===== config.mk =====
export PLATFORM = sky130hd
export DESIGN_NAME = ring_phase_monitor_flat
export DESIGN_NICKNAME = d
export VERILOG_FILES = /design/src/rtl/ring_mon_pkg.sv /design/src/rtl/ring_phase_monitor_if.sv /design/src/rtl/ring_phase_monitor_onehot_enc.sv /design/src/rtl/ring_phase_monitor.sv /design/src/flat_wrapper.sv
export SDC_FILE = /design/constraint.sdc
export NUM_CORES = 1
export LEC_CHECK = 0
export BUFFER_PORTS_ARGS = -buffer_cell sky130_fd_sc_hd__buf_2
export CORE_MARGIN = 8
export CORE_UTILIZATION = 44
export DETAILED_ROUTE_END_ITERATION = 7
export MAX_ROUTING_LAYER = met4
export PLACE_DENSITY = 0.63
export SLEW_MARGIN = 20
export SYNTH_ARGS = -nofsm -noshare
export SYNTH_HDL_FRONTEND = slang
export SYNTH_SLANG_ARGS = --single-unit

===== constraint.sdc =====
create_clock -name clk -period 2.48 [get_ports clk]
set_input_delay 0.124 -clock clk [delete_from_list [all_inputs] [get_ports clk]]
set_output_delay 0.124 -clock clk [all_outputs]
set_load 0.02 [all_outputs]

===== src/rtl/ring_mon_pkg.sv =====
// ring_mon_pkg: shared state encoding, fault codes and rotate helper for the ring phase monitor
package ring_mon_pkg;

  typedef enum logic [1:0] {
    IDLE   = 2'd0,
    SYNC   = 2'd1,
    LOCKED = 2'd2,
    FAULT  = 2'd3
  } state_e;

  localparam logic [1:0] FC_NONE  = 2'b00;
  localparam logic [1:0] FC_NOHOT = 2'b01;
  localparam logic [1:0] FC_ROT   = 2'b10;

  // Rotate the low w bits of v left by one; bits above w come back as zero.
  function automatic logic [63:0] rotl1(input logic [63:0] v, input int w);
    logic [63:0] m;
    m = (w >= 64) ? '1 : ((64'd1 << w) - 64'd1);
    return ((v << 1) | (v >> (w - 1))) & m;
  endfunction

endpackage


===== src/rtl/ring_phase_monitor_if.sv =====
// ring_phase_monitor_if: sample input and status bundle; rev_count exists only with RING_MON_CNT_EN
interface ring_phase_monitor_if #(
  parameter int WIDTH = 8
`ifdef RING_MON_CNT_EN
  , parameter int CNT_W = 16
`endif
);
  logic [WIDTH-1:0]         ring_in;
  logic                     ring_vld;
  logic                     fault_clr;
  logic [$clog2(WIDTH)-1:0] phase_idx;
  logic                     phase_vld;
  logic                     wrap_pulse;
  logic                     locked;
  logic                     fault;
  logic [1:0]               fault_code;
`ifdef RING_MON_CNT_EN
  logic [CNT_W-1:0]         rev_count;
`endif

  modport master (
    output ring_in, ring_vld, fault_clr,
    input  phase_idx, phase_vld, wrap_pulse, locked, fault, fault_code
`ifdef RING_MON_CNT_EN
    , input rev_count
`endif
  );

  modport slave (
    input  ring_in, ring_vld, fault_clr,
    output phase_idx, phase_vld, wrap_pulse, locked, fault, fault_code
`ifdef RING_MON_CNT_EN
    , output rev_count
`endif
  );
endinterface


===== src/rtl/ring_phase_monitor_onehot_enc.sv =====
// onehot_enc: binary index of the hot bit plus an exactly-one-bit-set flag (zero and multi-hot fail)
module onehot_enc #(
  parameter int WIDTH = 8
) (
  input  logic [WIDTH-1:0]         vec_i,
  output logic [$clog2(WIDTH)-1:0] idx_o,
  output logic                     oh_ok_o
);
  localparam int IW = $clog2(WIDTH);

  // Highest set bit wins; only meaningful when oh_ok_o is high
  always_comb begin
    idx_o = '0;
    for (int i = 0; i < WIDTH; i++) if (vec_i[i]) idx_o = IW'(i);
  end

  assign oh_ok_o = (vec_i != '0) && ((vec_i & (vec_i - 1'b1)) == '0);
endmodule


===== src/rtl/ring_phase_monitor.sv =====
// ring_phase_monitor: checks one-hot ring samples for correct rotation, tracks lock/fault; RING_MON_CNT_EN adds rev_count
module ring_phase_monitor
  import ring_mon_pkg::*;
#(
  parameter int WIDTH    = 8,
  parameter int LOCK_CNT = 4
`ifdef RING_MON_CNT_EN
  , parameter int CNT_W  = 16
`endif
) (
  input  logic                 clk,
  input  logic                 reset,
  ring_phase_monitor_if.slave  bus
);
  localparam int IW  = $clog2(WIDTH);
  localparam int OKW = $clog2(LOCK_CNT + 1);

  state_e           state_q, state_d;
  logic [WIDTH-1:0] prev_q, prev_d;
  logic [OKW-1:0]   ok_q, ok_d;
  logic [IW-1:0]    pidx_q, pidx_d;
  logic             pvld_q, pvld_d;
  logic             wrap_q, wrap_d;
  logic [1:0]       fc_q, fc_d;
  logic [IW-1:0]    idx;
  logic             oh_ok, rot_ok, good, vld;

  onehot_enc #(.WIDTH(WIDTH)) u_enc (
    .vec_i   (bus.ring_in),
    .idx_o   (idx),
    .oh_ok_o (oh_ok)
  );

  assign vld    = bus.ring_vld;
  assign rot_ok = 64'(bus.ring_in) == rotl1(64'(prev_q), WIDTH);
  assign good   = oh_ok && rot_ok;

  // Next state, expected-sample tracking and registered output values
  always_comb begin
    state_d = state_q;
    prev_d  = prev_q;
    ok_d    = ok_q;
    fc_d    = fc_q;
    pvld_d  = vld && oh_ok && state_q != FAULT;
    pidx_d  = pvld_d ? idx : pidx_q;
    wrap_d  = vld && good && prev_q[WIDTH-1] && (state_q == SYNC || state_q == LOCKED);
    unique case (state_q)
      IDLE: if (vld && oh_ok) begin
        state_d = SYNC;
        prev_d  = bus.ring_in;
        ok_d    = '0;
      end
      SYNC: if (vld && good) begin
        prev_d  = bus.ring_in;
        ok_d    = (ok_q == OKW'(LOCK_CNT)) ? ok_q : ok_q + 1'b1;
        state_d = (ok_q == OKW'(LOCK_CNT - 1)) ? LOCKED : SYNC;
      end else if (vld) begin
        state_d = IDLE;
        ok_d    = '0;
      end
      LOCKED: if (vld && good) prev_d = bus.ring_in;
      else if (vld) begin
        state_d = FAULT;
        fc_d    = oh_ok ? FC_ROT : FC_NOHOT;
      end
      FAULT: if (bus.fault_clr) begin
        state_d = IDLE;
        fc_d    = FC_NONE;
        ok_d    = '0;
      end
    endcase
  end

  // State and output registers
  always_ff @(posedge clk) begin
    if (reset) begin
      state_q <= IDLE;
      prev_q  <= '0;
      ok_q    <= '0;
      pidx_q  <= '0;
      pvld_q  <= 1'b0;
      wrap_q  <= 1'b0;
      fc_q    <= FC_NONE;
    end else begin
      state_q <= state_d;
      prev_q  <= prev_d;
      ok_q    <= ok_d;
      pidx_q  <= pidx_d;
      pvld_q  <= pvld_d;
      wrap_q  <= wrap_d;
      fc_q    <= fc_d;
    end
  end

  assign bus.phase_idx  = pidx_q;
  assign bus.phase_vld  = pvld_q;
  assign bus.wrap_pulse = wrap_q;
  assign bus.locked     = state_q == LOCKED;
  assign bus.fault      = state_q == FAULT;
  assign bus.fault_code = fc_q;

`ifdef RING_MON_CNT_EN
  logic [CNT_W-1:0] rev_q, rev_d;

  // Count revolutions seen while locked; any return to IDLE starts over
  always_comb begin
    rev_d = (state_d == IDLE && state_q != IDLE) ? '0 :
            (state_q == LOCKED && wrap_d)        ? rev_q + 1'b1 : rev_q;
  end

  // Revolution counter register
  always_ff @(posedge clk) begin
    if (reset) rev_q <= '0;
    else       rev_q <= rev_d;
  end

  assign bus.rev_count = rev_q;
`endif
endmodule


===== src/flat_wrapper.sv =====
// flat-port wrapper written by rule: the top's interface ports become plain ports
module ring_phase_monitor_flat import ring_mon_pkg::*;
#(
  parameter int WIDTH    = 8,
  parameter int LOCK_CNT = 4

)
  (clk, reset, bus_ring_in, bus_ring_vld, bus_fault_clr, bus_phase_idx, bus_phase_vld, bus_wrap_pulse, bus_locked, bus_fault, bus_fault_code);
  ring_phase_monitor_if #(.WIDTH(WIDTH)) bus_i ();
  input  logic clk;
  input  logic reset;
  input wire logic [$bits(bus_i.ring_in)-1:0] bus_ring_in;
  input wire logic [$bits(bus_i.ring_vld)-1:0] bus_ring_vld;
  input wire logic [$bits(bus_i.fault_clr)-1:0] bus_fault_clr;
  output wire logic [$bits(bus_i.phase_idx)-1:0] bus_phase_idx;
  output wire logic [$bits(bus_i.phase_vld)-1:0] bus_phase_vld;
  output wire logic [$bits(bus_i.wrap_pulse)-1:0] bus_wrap_pulse;
  output wire logic [$bits(bus_i.locked)-1:0] bus_locked;
  output wire logic [$bits(bus_i.fault)-1:0] bus_fault;
  output wire logic [$bits(bus_i.fault_code)-1:0] bus_fault_code;
  assign bus_i.ring_in = bus_ring_in;
  assign bus_i.ring_vld = bus_ring_vld;
  assign bus_i.fault_clr = bus_fault_clr;
  assign bus_phase_idx = bus_i.phase_idx;
  assign bus_phase_vld = bus_i.phase_vld;
  assign bus_wrap_pulse = bus_i.wrap_pulse;
  assign bus_locked = bus_i.locked;
  assign bus_fault = bus_i.fault;
  assign bus_fault_code = bus_i.fault_code;
  ring_phase_monitor #(.WIDTH(WIDTH), .LOCK_CNT(LOCK_CNT)) u_core (.clk(clk), .reset(reset), .bus(bus_i));
endmodule

==> results of run 1 <==
[layout by cell type, fill, tap and decap left out, types with 2 or more instances in the layout]
cell type	synthesis	final
nand3_1	4	4
a211o_2	2	2
nor3_1	3	3
ha_1	8	8
o21ai_2	2	2
mux2_4	2	2
a32oi_1	2	2
mux2i_1	8	8
nor3b_1	2	2
nand2_1	6	6
nor4_2	2	2
a311oi_1	2	2
nor4_1	3	3
nor4_4	2	2
buf_2	4	20
nand4_1	3	3
clkbuf_4	0	3
nor2_1	14	14
a21oi_1	7	7
inv_1	11	11
o21ai_0	2	2
dfxtp_1	20	20
xor2_1	8	8
[flip-flops by register name, summed over array words and instances, names as in the netlist, named ones only]
signal,cells
u_core.bus.fault_code,2
u_core.bus.phase_idx,3
u_core.bus.phase_vld,1
u_core.bus.wrap_pulse,1
u_core.ok_q,3
u_core.prev_q,8
u_core.state_q,1
[worst reg2reg max path, delay by kind of cell (launching register included)]
| family | cells | cell delay [ns] |
|---|---|---|
| AO/OA/AOI/OAI | 2 | 0.42 |
| adder cells (fa/ha/maj) | 1 | 0.31 |
| buffers and inverters | 1 | 0.13 |
| flip-flops | 1 | 0.43 |
| AND/OR/NAND/NOR | 3 | 0.55 |
[power by group through the flow]
stage,clock network [mW],logic [mW],registers (mW)
after detailed placement,0,0.0785,0.332
after floorplan,0,0.0580,0.333
after CTS,0.199,0.0787,0.325
after global routing,0.211,0.0865,0.325
after global placement,0,0.0765,0.332
final,0.191,0.0781,0.325
[metal layers]
layer | track usage, % | vias to the layer above | part of all wire (%)
met5 | - | - | 0
met4 | 4.762 | 0 | 0.86
met3 | 1.813 | 2 | 2.0
met2 | 21.15 | 10 | 51
met1 | 13.54 | 510 | 46
li1 | - | 559 | -
[layout make-up]
class / count / area [µm²]
flip-flops and latches: 20 / 400.4
clock buffers: 4 / 36.28
multi-input cells: 106 / 875.8
repair buffers: 20 / 100.1
well taps: 33 / 41.29
inverters: 11 / 41.29
fillers: 307 / 1508
[worst paths after layout]
check,endpoint,slack (ns),cells after the start
worst min-delay path,u_core.prev_q[6],0.15,3
worst max register to register,u_core.state_q[0],0.53,7
worst max-delay path,u_core.state_q[0],0.53,7
worst min register to register,u_core.bus.wrap_pulse,0.49,2
[kinds of logic (layout without fill, tap and decap cells)]
family                     count (synthesis)  after routing  synth area share [%]
buffers and inverters                     18             35                 6.422
and+or+nand+nor                           47             47                 21.74
AOI/OAI and AO/OA                         33             33                 21.93
DFF                                       20             20                 29.36
xor gates and xnor gates                   8              8                 5.138
adders and majority gates                  8              8                 7.340
muxes                                     10             10                 8.074
==> impl_metrics.yaml, run 1 <==
status:
  status: "complete, no violations"
floorplanning:
  die_area_um2: 5137
  start_util_pct: 45.42
  die_h_um: 71.68
  io_pins: 21
  coreArea_um2: 3003
  std_cell_rows: 20
  dieWidth_um: 71.68
placement:
  dp_cells: 190
  pre_cts_ws_ns: 0.3996
  gp_congestion: 0.8423
  hpwlAfterDp_um: 2238
  dpl_cell_area_um2: 1459
  port_buffers: 20
routing:
  via_per_inst: 5.572
  dr.pass1.iters: 4
  wl_per_cell_um: 14.38
  ant_nets: 0
  routed-via-count: 1081
  drt_wl_total_um: 2789
  drt-initial-drc-count: 63
  drc: 0
critical_path:
  worstPathRequired_ns: 2.66
  r2r-start: "u_core.state_q[0]"
  endpoint_kind: "flop"
  crit_family: "simple AND/OR/NAND/NOR gates"
  worst-path-buf-inv: 1
  crit_path_start_kind: "flop"
  worstSetupPathType: "flop to flop"
  critPathSlowestCell: "dfxtp_1"
  slowest_delay_ns: 0.43
  cp_max_fo: 7
  cp.arrival_ns: 2.13
  startpoint: "u_core.state_q[0]"
  path_cells: "inv_1 -> ha_1 -> nor3_1 -> a2bb2oi_1 -> nand2_1 -> nor4b_2 -> a211oi_2"
synthesis:
  yosysSeqAreaShare_pct: 29.36
  ys_top_cells_by_count: "dfxtp_1, nor2_1, inv_1"
  synth_edf_count: 0
  synth.avg_cell_area_um2: 9.471
  netlist.area_leader.share_pct: 29.36
  synth_fp_nets: 164
  syn_area_um2: 1364
  synth-seq-cells: 20
  synth_cell_types: 48
  synthTopCellsByArea: "dfxtp_1, ha_1, mux2i_1"
  async_flop_share_pct: 0
  yosysTopAreaCell: "dfxtp_1"
  ys.flop_type: "dfxtp_1"
  synthCells: 144
  synth_most_common_cell: "dfxtp_1"
  ys_warn_count: 0
cells_and_area:
  drive_above_1_share_pct: 27.95
  nNetsFinal: 182
  fin_util_pct: 49.79
  final_cell_area_um2: 1495
  diodes: 0
  area_growth_pct: 9.633
  finalNonFillerCells: 194
timing:
  hold_violations: 0
  finalCritPeriodShare_pct: 78.65
  setup_slack_ns: 0.5295
  setup_viol_count_final: 0
  worst_slew_pin_slew_ns: 0.5028
  clock.fmax_mhz: 512.7
  holdWs_ns: 0.1503
  relSlewSlack_pct: 66.28
  rsz0062_at_grt: "false"
  fin_crit_ns: 1.951
  maxSlewViolCount: 0
  skew_ns: 0.0005078
  finalSetupTns_ns: 0
clock_network:
  cts_tree: "built"
  clk_pin_slew_worst_paths_ns: 0.11
  clkLatencyLatePin_ns: 0.29
  cts_setup_buffers: 0
  root_buffer: "clkbuf_4"
  cts.sinks: 20
  h-tree-depth: 1
  cts_resized: 0
  cts_hold_buf: 0
  clk_path_buf_depth: 2
  cts-buffers-inserted: 3
global_route:
  overflow: 0
  grt_pass1_wl_um: 5009
  track_usage_pct: 12.13
  first_global_vias: 1133
  antenna_found_initial: 0
  grt_max_degree: 21
power:
  p_per_area_nw_per_um2: 396.8
  switchingPower_mw: 0.1520
  power_frac_clock_pct: 32.1
  sw_frac_of_total_pct: 25.62
  power_frac_seq_pct: 54.7
  pwr-share-comb_pct: 13.2
  power.internal_mw: 0.4413
  finalPower_mw: 0.5933
  leakage_nw: 0.5974
  ir_drop_mv: 0.2668
worst_hold_path:
  hp-start: "bus_ring_in[6]"
  worstHoldPathType: "primary input to flop"
run:
  drv_cap: 0
(Power assumes the default switching activity.)
==> run 2, diff against run 1 <==
--- a/config.mk
+++ b/config.mk
@@ -10,7 +10,7 @@
 export CORE_UTILIZATION = 44
 export DETAILED_ROUTE_END_ITERATION = 7
 export MAX_ROUTING_LAYER = met4
-export PLACE_DENSITY = 0.63
+export PLACE_DENSITY = 0.66
 export SLEW_MARGIN = 20
 export SYNTH_ARGS = -nofsm -noshare
 export SYNTH_HDL_FRONTEND = slang
==> constraint.sdc (replaced) <==
create_clock -name clk -period 1.68 [get_ports clk]
set_input_delay 0.084 -clock clk [delete_from_list [all_inputs] [get_ports clk]]
set_output_delay 0.084 -clock clk [all_outputs]
set_load 0.02 [all_outputs]
==> impl_metrics.yaml, run 2 (synthesized netlist as in run 1, its figures left out) <==
cells_and_area:
  layout_common_cells: "buf_4, buf_2, dfxtp_1, nor2_1, inv_1"
  final_common_cell: "buf_4"
  area_growth_pct: 32.29
  fin_util_pct: 60.08
  largest_reg_flops: 8
  nNetsFinal: 211
  final_cell_area_um2: 1804
  drive_above_1_share_pct: 43.68
  diodes: 0
  top_register: "u_core.prev_q"
  fillerInstances: 250
routing:
  wl_per_cell_um: 14.78
  wirelength_met1_um: 1580
  drt_wl_total_um: 3295
  drt-initial-drc-count: 53
  ant_nets: 0
  drc: 0
  wl_met2_um: 1554
  dr.pass1.iters: 4
  routed-via-count: 1207
  via_per_inst: 5.413
  highest_layer: "met4"
  met3_length_um: 78
floorplanning:
  coreArea_um2: 3003
  std_cell_rows: 20
  io_pins: 21
  dieWidth_um: 71.68
  die_h_um: 71.68
  die_area_um2: 5137
  start_util_pct: 45.42
clock_network:
  clk_path_buf_depth: 2
  cts_tree: "built"
  root_buffer: "clkbuf_4"
  cts-buffers-inserted: 3
  cts.sinks: 20
  h-tree-depth: 1
  clk_pin_slew_worst_paths_ns: 0.12
  clkLatencyLatePin_ns: 0.32
critical_path:
  endpoint_kind: "flop"
  worstPathRequired_ns: 1.94
  crit_path_start_kind: "flop"
  cp_max_fo: 4
  cp.arrival_ns: 2.04
  worstSetupPathType: "flop to flop"
timing:
  setup_viol_count_final: 10
  finalCritPeriodShare_pct: 106.5
  maxSlewViolCount: 0
  worst_slew_pin_slew_ns: 0.4293
  fin_crit_ns: 1.789
  skew_ns: 0.002488
  clock.fmax_mhz: 559.0
  setup_slack_ns: -0.1089
  relSlewSlack_pct: 71.38
  finalSetupTns_ns: -0.6418
  hold_violations: 0
  rsz0062_at_grt: "true"
global_route:
  grt_max_degree: 21
  first_global_vias: 1236
  overflow: 0
  track_usage_pct: 13.93
  antenna_found_initial: 0
  grt_pass1_wl_um: 5609
power:
  finalPower_mw: 1.042
  leakage_nw: 0.7562
  p_per_area_nw_per_um2: 577.7
  ir_drop_mv: 0.3667
status:
  violations: "setup timing"
  status: "finished with violations"
placement:
  port_buffers: 20
  pre_cts_ws_ns: -0.1971
  dpl_cell_area_um2: 1689
  hpwlAfterDp_um: 2586
  gp_congestion: 0.8456
worst_hold_path:
  worstHoldPathType: "primary input to flop"
run:
  drv_cap: 0
run 2: cell types whose count changed in the layout (fill, tap and decap cells not counted), sizes merged:
cell | before | now
buf | 20 | 49
bufinv | 0 | 1
clkbuf | 4 | 3
run 2: worst paths after layout:
path                                              start                 endpoint  slack (ns)  cells past startpoint
worst max-delay path                   u_core.prev_q[4]                     flop       -0.11                      7
worst min-delay path                     bus_ring_in[6]         u_core.prev_q[6]        0.09                      3
worst max register to register         u_core.prev_q[4]                     flop       -0.11                      7
worst min register to register  u_core.bus.phase_idx[1]  u_core.bus.phase_idx[1]        0.50                      2
run 2: power breakdown:
group	leakage, nW	switching, mW	internal (mW)
clock	0.0279	0.165	0.242
combinational	0.567	0.0866	0.0701
sequential	0.162	0.00168	0.477
total	0.756	0.254	0.789
run 2: cell type report:
type                    instances  area (µm²)  area share, %
well taps                      33       41.29          2.288
clock buffers                   3       22.52          1.248
repair buffers                 49       330.3          18.31
multi-input cells             106       937.1          51.94
inverters                      11       41.29          2.288
flip-flops and latches         20       401.6          22.26
clock inverters                 1       30.03          1.664
run 2: timing repair:
action,in CTS,in global routing
resized for setup,5,4
gates cloned,0,0
endpoints found under the setup margin,15,15
pin swaps,2,1
hold buffers,0,0
setup buffers,1,2
run 2: critical path, cell delays in order (launching register included):
cell	delay [ns]
dfxtp_2	0.35
xor2_1	0.16
nor4_2	0.29
buf_4	0.17
nand4_1	0.10
mux2_4	0.31
a311o_1	0.27
o21ai_1	0.09
run 2: routing by layer:
metal	vias up	global-route usage, %
li1	621	-
met1	559	15.94
met2	20	22.87
met3	7	2.092
met4	0	7.483
met5	-	-
run 2: metrics by stage:
stage          hold slack, ns  std cells
5_1_grt                0.1084        223
2_1_floorplan          0.2312        144
3_5_place_dp           0.4263        216
4_1_cts               0.08542        221
6_report              0.09090        223
3_3_place_gp           0.4158        216
==> run 3, diff against run 2 <==
--- a/config.mk
+++ b/config.mk
@@ -11,6 +11,7 @@
 export DETAILED_ROUTE_END_ITERATION = 7
 export MAX_ROUTING_LAYER = met4
 export PLACE_DENSITY = 0.66
+export SETUP_SLACK_MARGIN = 0.05
 export SLEW_MARGIN = 20
 export SYNTH_ARGS = -nofsm -noshare
 export SYNTH_HDL_FRONTEND = slang
==> impl_metrics.yaml, run 3 (synthesized netlist as in run 1, its figures left out) <==
timing:
  relSlewSlack_pct: 70.20
  setup_slack_ns: -0.2008
  setup_viol_count_final: 14
  finalCritPeriodShare_pct: 112.0
  maxSlewViolCount: 0
  hold_violations: 0
  clock.fmax_mhz: 531.7
  rsz0062_at_grt: "true"
  finalSetupTns_ns: -2.042
  worst_slew_pin_slew_ns: 0.4471
  fin_crit_ns: 1.881
  skew_ns: 0.01031
routing:
  via_per_inst: 5.462
  drc: 0
  wl_per_cell_um: 15.45
  drt-initial-drc-count: 45
  drt_wl_total_um: 3445
  ant_nets: 0
  dr.pass1.iters: 4
  routed-via-count: 1218
clock_network:
  clkLatencyLatePin_ns: 0.32
  cts.sinks: 20
  cts-buffers-inserted: 3
  cts_tree: "built"
  cts_hold_buf: 0
  root_buffer: "clkbuf_4"
  clk_pin_slew_worst_paths_ns: 0.13
  h-tree-depth: 1
  clk_path_buf_depth: 2
global_route:
  track_usage_pct: 14.14
  overflow: 0
  first_global_vias: 1262
  antenna_found_initial: 0
  grt_max_degree: 21
  grt_pass1_wl_um: 5754
status:
  status: "finished with violations"
  violations: "setup timing"
critical_path:
  endpoint_kind: "flop"
  cp.arrival_ns: 2.13
  cp_max_fo: 4
  crit_path_start_kind: "flop"
  worstSetupPathType: "flop to flop"
  worstPathRequired_ns: 1.93
cells_and_area:
  layout_common_cells: "buf_4, buf_2, dfxtp_1, nor2_1, inv_1"
  drive_above_1_share_pct: 43.68
  largest_reg_flops: 8
  multi_input_area_um2: 942.2
  area_growth_pct: 32.75
  regArea_um2: 402.9
  diodes: 0
  nNetsFinal: 211
  top_register: "u_core.prev_q"
  final_common_cell: "buf_4"
  fin_util_pct: 60.29
  fillerInstances: 267
floorplanning:
  start_util_pct: 45.42
  dieWidth_um: 71.68
  die_area_um2: 5137
  coreArea_um2: 3003
  die_h_um: 71.68
  io_pins: 21
  std_cell_rows: 20
power:
  switchingPower_mw: 0.2549
  p_per_area_nw_per_um2: 575.5
  power_frac_clock_pct: 38.9
  ir_drop_mv: 0.3551
  sw_frac_of_total_pct: 24.46
  power.internal_mw: 0.7871
  power_frac_seq_pct: 45.9
  leakage_nw: 0.7558
  pwr-share-comb_pct: 15.2
run:
  drv_cap: 0
worst_hold_path:
  worstHoldPathType: "primary input to flop"
placement:
  gp_congestion: 0.8335
  port_buffers: 20
  hpwlAfterDp_um: 2610
==> run 3: cell counts in the layout (fill, tap and decap cells not counted) <==
No cell type changed its count.
==> run 3: timing repair <==
action	CTS	global route
setup buffers	2	0
resized for setup	4	6
endpoints found under the setup margin	15	18
pin swaps	3	4
==> run 3: critical path: stages, from the launching register on <==
cell     delay [ns]
dfxtp_1        0.34
xor2_1         0.17
nor4_2         0.37
buf_4          0.18
nand4_1        0.10
mux2_4         0.32
a311o_1        0.26
o21ai_1        0.06
==> run 3: path summary, 6_finish.rpt <==
check                                                 to  slack, ns                     start  cells past startpoint
worst max-delay path                                flop      -0.20          u_core.prev_q[7]                      7
worst min-delay path                    u_core.prev_q[6]       0.12            bus_ring_in[6]                      3
worst max register to register                      flop      -0.20          u_core.prev_q[7]                      7
worst min register to register  u_core.bus.fault_code[1]       0.50  u_core.bus.fault_code[1]                      2
==> run 3: area by class of cell <==
| cell class | count | share of cell area (%) |
|---|---|---|
| clock buffer | 3 | 1.244 |
| timing repair buffer | 49 | 18.24 |
| tap | 33 | 2.281 |
| sequential | 20 | 22.25 |
| clock inverter | 1 | 1.659 |
| inverter | 11 | 2.281 |
| multi-input combinational | 106 | 52.04 |
==> run 3: power by group through the flow <==
stage	Sequential [mW]	Combinational (mW)	Clock, mW
2_1_floorplan	0.491	0.0901	0
3_3_place_gp	0.489	0.145	0
3_5_place_dp	0.489	0.150	0
4_1_cts	0.479	0.153	0.414
5_1_grt	0.479	0.170	0.432
6_report	0.479	0.158	0.405
==> run 3: routing by layer <==
| metal | routed length, µm | up-vias | GRT usage, % |
|---|---|---|---|
| met1 | 1635 | 569 | 16.60 |
| met2 | 1644 | 29 | 24.09 |
| met3 | 103 | 6 | 2.092 |
| met4 | 61 | 0 | 4.535 |
| li1 | - | 614 | - |
| met5 | 0 | - | - |
==> run 3: through the flow <==
stage / hold slack, ns / setup slack (ns) / power, mW / std cells / cell area (µm²)
finish: 0.1243 / -0.2008 / 1.042 / 223 / 1810
global route: 0.1277 / -0.2560 / 1.081 / 223 / 1810
CTS: 0.1137 / -0.1454 / 1.047 / 223 / 1780
detailed placement: 0.4625 / -0.2111 / 0.6398 / 217 / 1697
global placement: 0.4252 / -0.1790 / 0.6340 / 217 / 1697
floorplan: 0.2312 / -0.01878 / 0.5811 / 144 / 1390
